`config.mk`:
```
export PLATFORM = sky130hd
export DESIGN_NAME = sobel_edge_pipe
export DESIGN_NICKNAME = d
export VERILOG_FILES = /design/src/rtl/sobel_pkg.sv /design/src/rtl/sobel_edge_pipe_partial_sums.sv /design/src/rtl/sobel_edge_pipe.sv
export SDC_FILE = /design/constraint.sdc
export NUM_CORES = 1
export LEC_CHECK = 0
export ABC_AREA = 0
export CAP_MARGIN = 0
export CORE_MARGIN = 4
export CORE_UTILIZATION = 56
export CTS_BUF_LIST = sky130_fd_sc_hd__clkbuf_4
export CTS_CLUSTER_DIAMETER = 100
export DETAILED_ROUTE_END_ITERATION = 8
export GPL_ROUTABILITY_DRIVEN = 0
export PLACE_DENSITY_LB_ADDON = 0.25
export SYNTH_ARGS = -nofsm -noshare
export SYNTH_HDL_FRONTEND = slang
export SYNTH_SLANG_ARGS = --single-unit
```
`constraint.sdc`:
```
create_clock -name clk -period 5.34 [get_ports clk]
set_input_delay 0.534 -clock clk [delete_from_list [all_inputs] [get_ports clk]]
set_output_delay 0.534 -clock clk [all_outputs]
set_load 0.02 [all_outputs]
```
`src/rtl/sobel_pkg.sv`:
```
// Shared widths, types and helpers for the Sobel edge pipeline.
// Widths are sized so no intermediate result is ever truncated.
package sobel_pkg;

  localparam int PIX_W_DEF = 8;
  localparam int SUM_W     = PIX_W_DEF + 2;
  localparam int GRAD_W    = PIX_W_DEF + 3;

  typedef logic [SUM_W-1:0]         sum_t;
  typedef logic signed [GRAD_W-1:0] grad_t;
  typedef logic [GRAD_W-1:0]        mag_t;

  function automatic mag_t abs_grad(input grad_t g);
    return g[GRAD_W-1] ? mag_t'(-g) : mag_t'(g);
  endfunction

endpackage

```
`src/rtl/sobel_edge_pipe_partial_sums.sv`:
```
// Combinational Sobel partial sums: the positive and negative
// weighted row/column sums for Gx and Gy.
module sobel_partial_sums
  import sobel_pkg::*;
(
  input  logic [PIX_W_DEF-1:0] win0,
  input  logic [PIX_W_DEF-1:0] win1,
  input  logic [PIX_W_DEF-1:0] win2,
  input  logic [PIX_W_DEF-1:0] win3,
  input  logic [PIX_W_DEF-1:0] win4,
  input  logic [PIX_W_DEF-1:0] win5,
  input  logic [PIX_W_DEF-1:0] win6,
  input  logic [PIX_W_DEF-1:0] win7,
  input  logic [PIX_W_DEF-1:0] win8,
  output sum_t                 gx_pos,
  output sum_t                 gx_neg,
  output sum_t                 gy_pos,
  output sum_t                 gy_neg
);

  // The centre tap has zero weight in both kernels.
  logic win4_unused;
  assign win4_unused = ^win4;

  assign gx_pos = sum_t'(win6) + sum_t'({win3, 1'b0}) + sum_t'(win0);
  assign gx_neg = sum_t'(win8) + sum_t'({win5, 1'b0}) + sum_t'(win2);
  assign gy_pos = sum_t'(win2) + sum_t'({win1, 1'b0}) + sum_t'(win0);
  assign gy_neg = sum_t'(win8) + sum_t'({win7, 1'b0}) + sum_t'(win6);

endmodule

```
`src/rtl/sobel_edge_pipe.sv`:
```
// 3-stage stallable Sobel |Gx|+|Gy| pipeline with emitted-pixel counter.
// Define SOBEL_BINARY_EN for thresholded (binary) edge output.
module sobel_edge_pipe
  import sobel_pkg::*;
#(
  parameter int PIX_W  = PIX_W_DEF,
`ifdef SOBEL_BINARY_EN
  parameter int THRESH = 128,
`endif
  parameter int CNT_W  = 20
) (
  input  logic             clk,
  input  logic             n_rst,
  input  logic             clear,
  input  logic [PIX_W-1:0] win0,
  input  logic [PIX_W-1:0] win1,
  input  logic [PIX_W-1:0] win2,
  input  logic [PIX_W-1:0] win3,
  input  logic [PIX_W-1:0] win4,
  input  logic [PIX_W-1:0] win5,
  input  logic [PIX_W-1:0] win6,
  input  logic [PIX_W-1:0] win7,
  input  logic [PIX_W-1:0] win8,
  input  logic             win_valid,
  output logic             win_ready,
  output logic [PIX_W-1:0] edge_pix,
  output logic             edge_valid,
  input  logic             edge_ready,
  output logic [CNT_W-1:0] edge_count
);

  localparam mag_t PIX_MAX = mag_t'((1 << PIX_W) - 1);

  sum_t gxp_c, gxn_c, gyp_c, gyn_c;
  sum_t gxp_q, gxn_q, gyp_q, gyn_q;
  sum_t gxp_d, gxn_d, gyp_d, gyn_d;
  logic v1_q, v1_d, v2_q, v2_d, v3_q, v3_d;
  mag_t mag_q, mag_d;
  logic [PIX_W-1:0] pix_q, pix_d, pix_c;
  logic [CNT_W-1:0] cnt_q, cnt_d;
  grad_t gx, gy;
  logic advance;

  sobel_partial_sums u_sums (
    .win0   (win0),
    .win1   (win1),
    .win2   (win2),
    .win3   (win3),
    .win4   (win4),
    .win5   (win5),
    .win6   (win6),
    .win7   (win7),
    .win8   (win8),
    .gx_pos (gxp_c),
    .gx_neg (gxn_c),
    .gy_pos (gyp_c),
    .gy_neg (gyn_c)
  );

  assign advance    = !v3_q || edge_ready;
  assign win_ready  = advance && !clear;
  assign edge_valid = v3_q;
  assign edge_pix   = pix_q;
  assign edge_count = cnt_q;

  assign gx = grad_t'({1'b0, gxp_q}) - grad_t'({1'b0, gxn_q});
  assign gy = grad_t'({1'b0, gyp_q}) - grad_t'({1'b0, gyn_q});

  always_comb begin
`ifdef SOBEL_BINARY_EN
    pix_c = (mag_q >= mag_t'(THRESH)) ? '1 : '0;
`else
    pix_c = (mag_q > PIX_MAX) ? '1 : mag_q[PIX_W-1:0];
`endif
  end

  always_comb begin
    gxp_d = gxp_q;
    gxn_d = gxn_q;
    gyp_d = gyp_q;
    gyn_d = gyn_q;
    v1_d  = v1_q;
    mag_d = mag_q;
    v2_d  = v2_q;
    pix_d = pix_q;
    v3_d  = v3_q;
    cnt_d = cnt_q;
    if (clear) begin
      gxp_d = '0;
      gxn_d = '0;
      gyp_d = '0;
      gyn_d = '0;
      v1_d  = 1'b0;
      mag_d = '0;
      v2_d  = 1'b0;
      pix_d = '0;
      v3_d  = 1'b0;
      cnt_d = '0;
    end else begin
      // All stages move in lockstep; bubbles travel with the data.
      if (advance) begin
        gxp_d = gxp_c;
        gxn_d = gxn_c;
        gyp_d = gyp_c;
        gyn_d = gyn_c;
        v1_d  = win_valid;
        mag_d = abs_grad(gx) + abs_grad(gy);
        v2_d  = v1_q;
        pix_d = pix_c;
        v3_d  = v2_q;
      end
      if (v3_q && edge_ready) cnt_d = cnt_q + CNT_W'(1);
    end
  end

  always_ff @(posedge clk) begin
    if (!n_rst) begin
      gxp_q <= '0;
      gxn_q <= '0;
      gyp_q <= '0;
      gyn_q <= '0;
      v1_q  <= 1'b0;
      mag_q <= '0;
      v2_q  <= 1'b0;
      pix_q <= '0;
      v3_q  <= 1'b0;
      cnt_q <= '0;
    end else begin
      gxp_q <= gxp_d;
      gxn_q <= gxn_d;
      gyp_q <= gyp_d;
      gyn_q <= gyn_d;
      v1_q  <= v1_d;
      mag_q <= mag_d;
      v2_q  <= v2_d;
      pix_q <= pix_d;
      v3_q  <= v3_d;
      cnt_q <= cnt_d;
    end
  end

endmodule

```
==> run metrics <==
Gate power share 0.672; data required time of the critical path roughly 5600 ps; Post-Synthesis Net Count about 940; Post-synth top flop sky130_fd_sc_hd__dfxtp_1; number of hold-repair buffers added at the cts stage 0; Detailed Place HPWL 11,800 um; clk slew on worst S/H paths around 120 ps; cell-by-cell listing of the critical path inv_1 -> ha_1 -> inv_1 -> fa_1 -> a21o_1 -> a2111o_1 -> a21o_1 -> a21oi_2 -> o21a_1 -> nand2_1 -> o21ai_0 -> inv_1 -> fa_1 -> nor2b_1 -> o21ai_0 -> a21boi_0 -> o21ai_0 -> a211oi_1 -> a31oi_1 -> xnor2_1 -> xnor2_1 -> a21oi_1; count of antenna-violating nets left after detailed routing 0; Post-synth EDFFs 0; post-route fraction of the period consumed by the critical path 0.909; PortBufs 98; core occupancy in the finished layout 0.686; overall overflow remaining after global route 0; unrepaired setup endpoints after global routing false; synthesized flop and latch total 82; routed length per placed instance 14.8 um; Hold Path Stages 2; CTS tree built; antenna violations before repair 0; async set-or-reset flop fraction in the synthesized netlist 0; cell area after layout approximately 7500 sq um; total global routing track utilization 0.238; instance area after placement roughly 7400 sq um; total of max-cap violations 0; number of pins with negative max-slew slack in the final report 0; post-layout power roughly 0.0031 W; share of total power in the clock network 0.096; post-layout min period 4850 ps; switching power of the nets 0.00134 W; clock latency at the later pin of the worst-skew pair 450 ps; number of clock sinks seen by CTS 82; area share of the leading cell type in the synthesized netlist 0.260; Syn Std Cell Area 6310 sq um; launch instance of the worst min-delay path mag_q[0]$_SDFFE_PP0N_; area grow syn2layout 19.0%; leading post-synthesis cells by cell area sky130_fd_sc_hd__dfxtp_1 (26%), sky130_fd_sc_hd__ha_1 (14%), sky130_fd_sc_hd__fa_1 (11%), sky130_fd_sc_hd__xnor2_1 (5.7%), sky130_fd_sc_hd__a21oi_1 (5.5%); total wire length 14,600 um; P_leak 3.12 nW; result of the run finished clean; PD cells approximately 400 nW/um^2; FF-to-FF Start gxp_q[0]$_SDFFE_PP0N_; Slowest cell on crit path sky130_fd_sc_hd__fa_1; maximum number of pins on one net before global-route repair 58; stage delay of the slowest cell on the critical path 450 ps; Tightest Pin Transition 1040 ps; Post-Synthesis Cells around 760; Arrival @ worst endpoint 5140 ps; Die ar. roughly 13,000 sq um; maximum clock skew at final layout ~19 ps; fillcell total about 890; maximum vdd drop 0.000375 V; worst setup path class reg -> reg; Worst Setup Start Kind flip-flop; Final Setup Violations 0; number of unique standard cell types used by synthesis 47; Register-to-Register Setup Slack 490 ps; core outline area 10,900 sq um; Final Net Count 1,025; Initial Utilization 0.577; Reg2Reg Capture Point mag_q[10]$_SDFFE_PP0N_; number of cells on the worst reg-to-reg path 22; Top Ports 107; number of global-route vias before repair 5,692; most common cell after layout, fill and taps aside sky130_fd_sc_hd__clkdlybuf4s50_1; Yosys Warn Count 0; pre-CTS setup slack 538 ps; final sum of negative setup slack 0 ps; number of post-CTS setup repair buffers 0; Longest Clk Path Bufs 2; maximum net fanout on the critical path 8; die width approximately 110 um; largest area contributor in the netlist sky130_fd_sc_hd__dfxtp_1; Resized cells post-CTS 0; CTS H-Tree Depth 3; drt initial violations 263; iteration count of the initial detailed-routing pass 5; top library cells by usage in the layout, fill and taps aside sky130_fd_sc_hd__clkdlybuf4s50_1 (98), sky130_fd_sc_hd__nand2_1 (83), sky130_fd_sc_hd__dfxtp_1 (82); fmax 206 MHz; syn_area_per_cell 8.35 sq um; hold worst-path end mag_q[0]$_SDFFE_PP0N_; post-DR vias/cell ~5.5; height of the die about 110 um; class of the tightest hold or removal check reg -> reg; Std-Cell Rows 38; CP endpoint kind flip-flop; number of remaining DRC errors 0; share of synthesized area occupied by flip-flops and latches 0.260; setup slack after layout 488 ps; share of post-route cells with drive strength above 1 0.0366; fraction of power spent switching nets 0.434; worst slew slack as a fraction of its limit 0.307; total internal power 0.00175 W; via count 5,433; final-report hold violation count 0; global-route wire length before repair 25,400 um; proportion of power drawn by flip-flops and latches 0.232; cts bufs inserted 9; Clk Tree Root Cell sky130_fd_sc_hd__clkbuf_4; count of antenna diodes in the layout 0
==> flip-flops by register name, summed over array words and instances (netlist names) <==
| register | count |
|---|---|
| gyp_q | 10 |
| edge_pix | 8 |
| edge_valid | 1 |
| v1_q | 1 |
| v2_q | 1 |
| edge_count | 20 |
| gyn_q | 10 |
| gxp_q | 10 |
| gxn_q | 10 |
| mag_q | 11 |
==> critical path: cells and delay by family, from the launching register on <==
family / cells / cell delay, ps
buf+inv: 3 / 220
xor+xnor: 2 / 360
flops: 1 / 330
simple gates: 2 / 240
compound gates: 12 / 2530
fa+ha+maj: 3 / 1030
==> kinds of logic after synthesis <==
kind of cell               share of synthesized area
xor gates and xnor gates                      0.0944
AOI/OAI and AO/OA                              0.163
DFF                                            0.260
buffers and inverters                         0.0524
muxes                                        0.00179
and+or+nand+nor                                0.180
adders and majority gates                      0.248
==> layout make-up <==
| class | instances | area (sq um) | area share |
|---|---|---|---|
| tap | 140 | 175 | 0.0233 |
| sequential | 82 | 1640 | 0.219 |
| timing repair buffer | 100 | 996 | 0.133 |
| clock buffer | 9 | 67.6 | 0.00900 |
| multi-input combinational | 586 | 4350 | 0.579 |
| inverter | 65 | 244 | 0.0325 |
| clock inverter | 6 | 35.0 | 0.00467 |
==> layer usage <==
layer,wire (um),track usage,up-vias
li1,-,-,2739
met1,6260,0.284,2571
met2,7540,0.432,95
met3,507,0.0423,28
met4,316,0.0744,0
met5,0,0,-
==> power groups by stage <==
stage	Sequential [W]	Combinational [W]	Clock, W
detailed placement	0.000733	0.00207	0
CTS	0.000719	0.00209	0.000305
global placement	0.000730	0.00199	0
finish	0.000718	0.00208	0.000297
floorplan	0.000736	0.00163	0
global route	0.000728	0.00235	0.000338
==> synth_stat cells (8+ instances only) <==
master,instances
sky130_fd_sc_hd__nor3_1,16
sky130_fd_sc_hd__a21o_1,12
sky130_fd_sc_hd__nand2_1,83
sky130_fd_sc_hd__dfxtp_1,82
sky130_fd_sc_hd__o221a_2,8
sky130_fd_sc_hd__a21oi_1,69
sky130_fd_sc_hd__buf_1,8
sky130_fd_sc_hd__clkbuf_1,11
sky130_fd_sc_hd__inv_1,65
sky130_fd_sc_hd__nand4_1,8
sky130_fd_sc_hd__nand3_1,16
sky130_fd_sc_hd__nor2b_1,15
sky130_fd_sc_hd__fa_1,35
sky130_fd_sc_hd__o21ai_0,29
sky130_fd_sc_hd__xnor2_1,41
sky130_fd_sc_hd__nand2b_1,9
sky130_fd_sc_hd__nor2_1,80
sky130_fd_sc_hd__xor2_1,27
sky130_fd_sc_hd__ha_1,69
==> stage by stage <==
stage          hold slack [ps]  cells
6_report                   462    988
5_1_grt                    483    988
4_1_cts                    465    988
3_5_place_dp               448    973
3_3_place_gp               438    973
2_1_floorplan              428    755
==> worst max path at each step <==
| stage | from | endpoint | slack [ps] |
|---|---|---|---|
| 6_report | gxp_q[0]$_SDFFE_PP0N_ | mag_q[10]$_SDFFE_PP0N_ | 490 |
| 5_1_grt | gxp_q[0]$_SDFFE_PP0N_ | mag_q[10]$_SDFFE_PP0N_ | 30 |
| 4_1_cts | gxp_q[0]$_SDFFE_PP0N_ | mag_q[10]$_SDFFE_PP0N_ | 500 |
| 3_5_place_dp | gxp_q[0]$_SDFFE_PP0N_ | mag_q[10]$_SDFFE_PP0N_ | 540 |
| 3_3_place_gp | gxp_q[0]$_SDFFE_PP0N_ | mag_q[10]$_SDFFE_PP0N_ | 680 |
| 2_1_floorplan | gxp_q[0]$_SDFFE_PP0N_ | mag_q[10]$_SDFFE_PP0N_ | 1080 |
(Power assumes the default switching activity.)
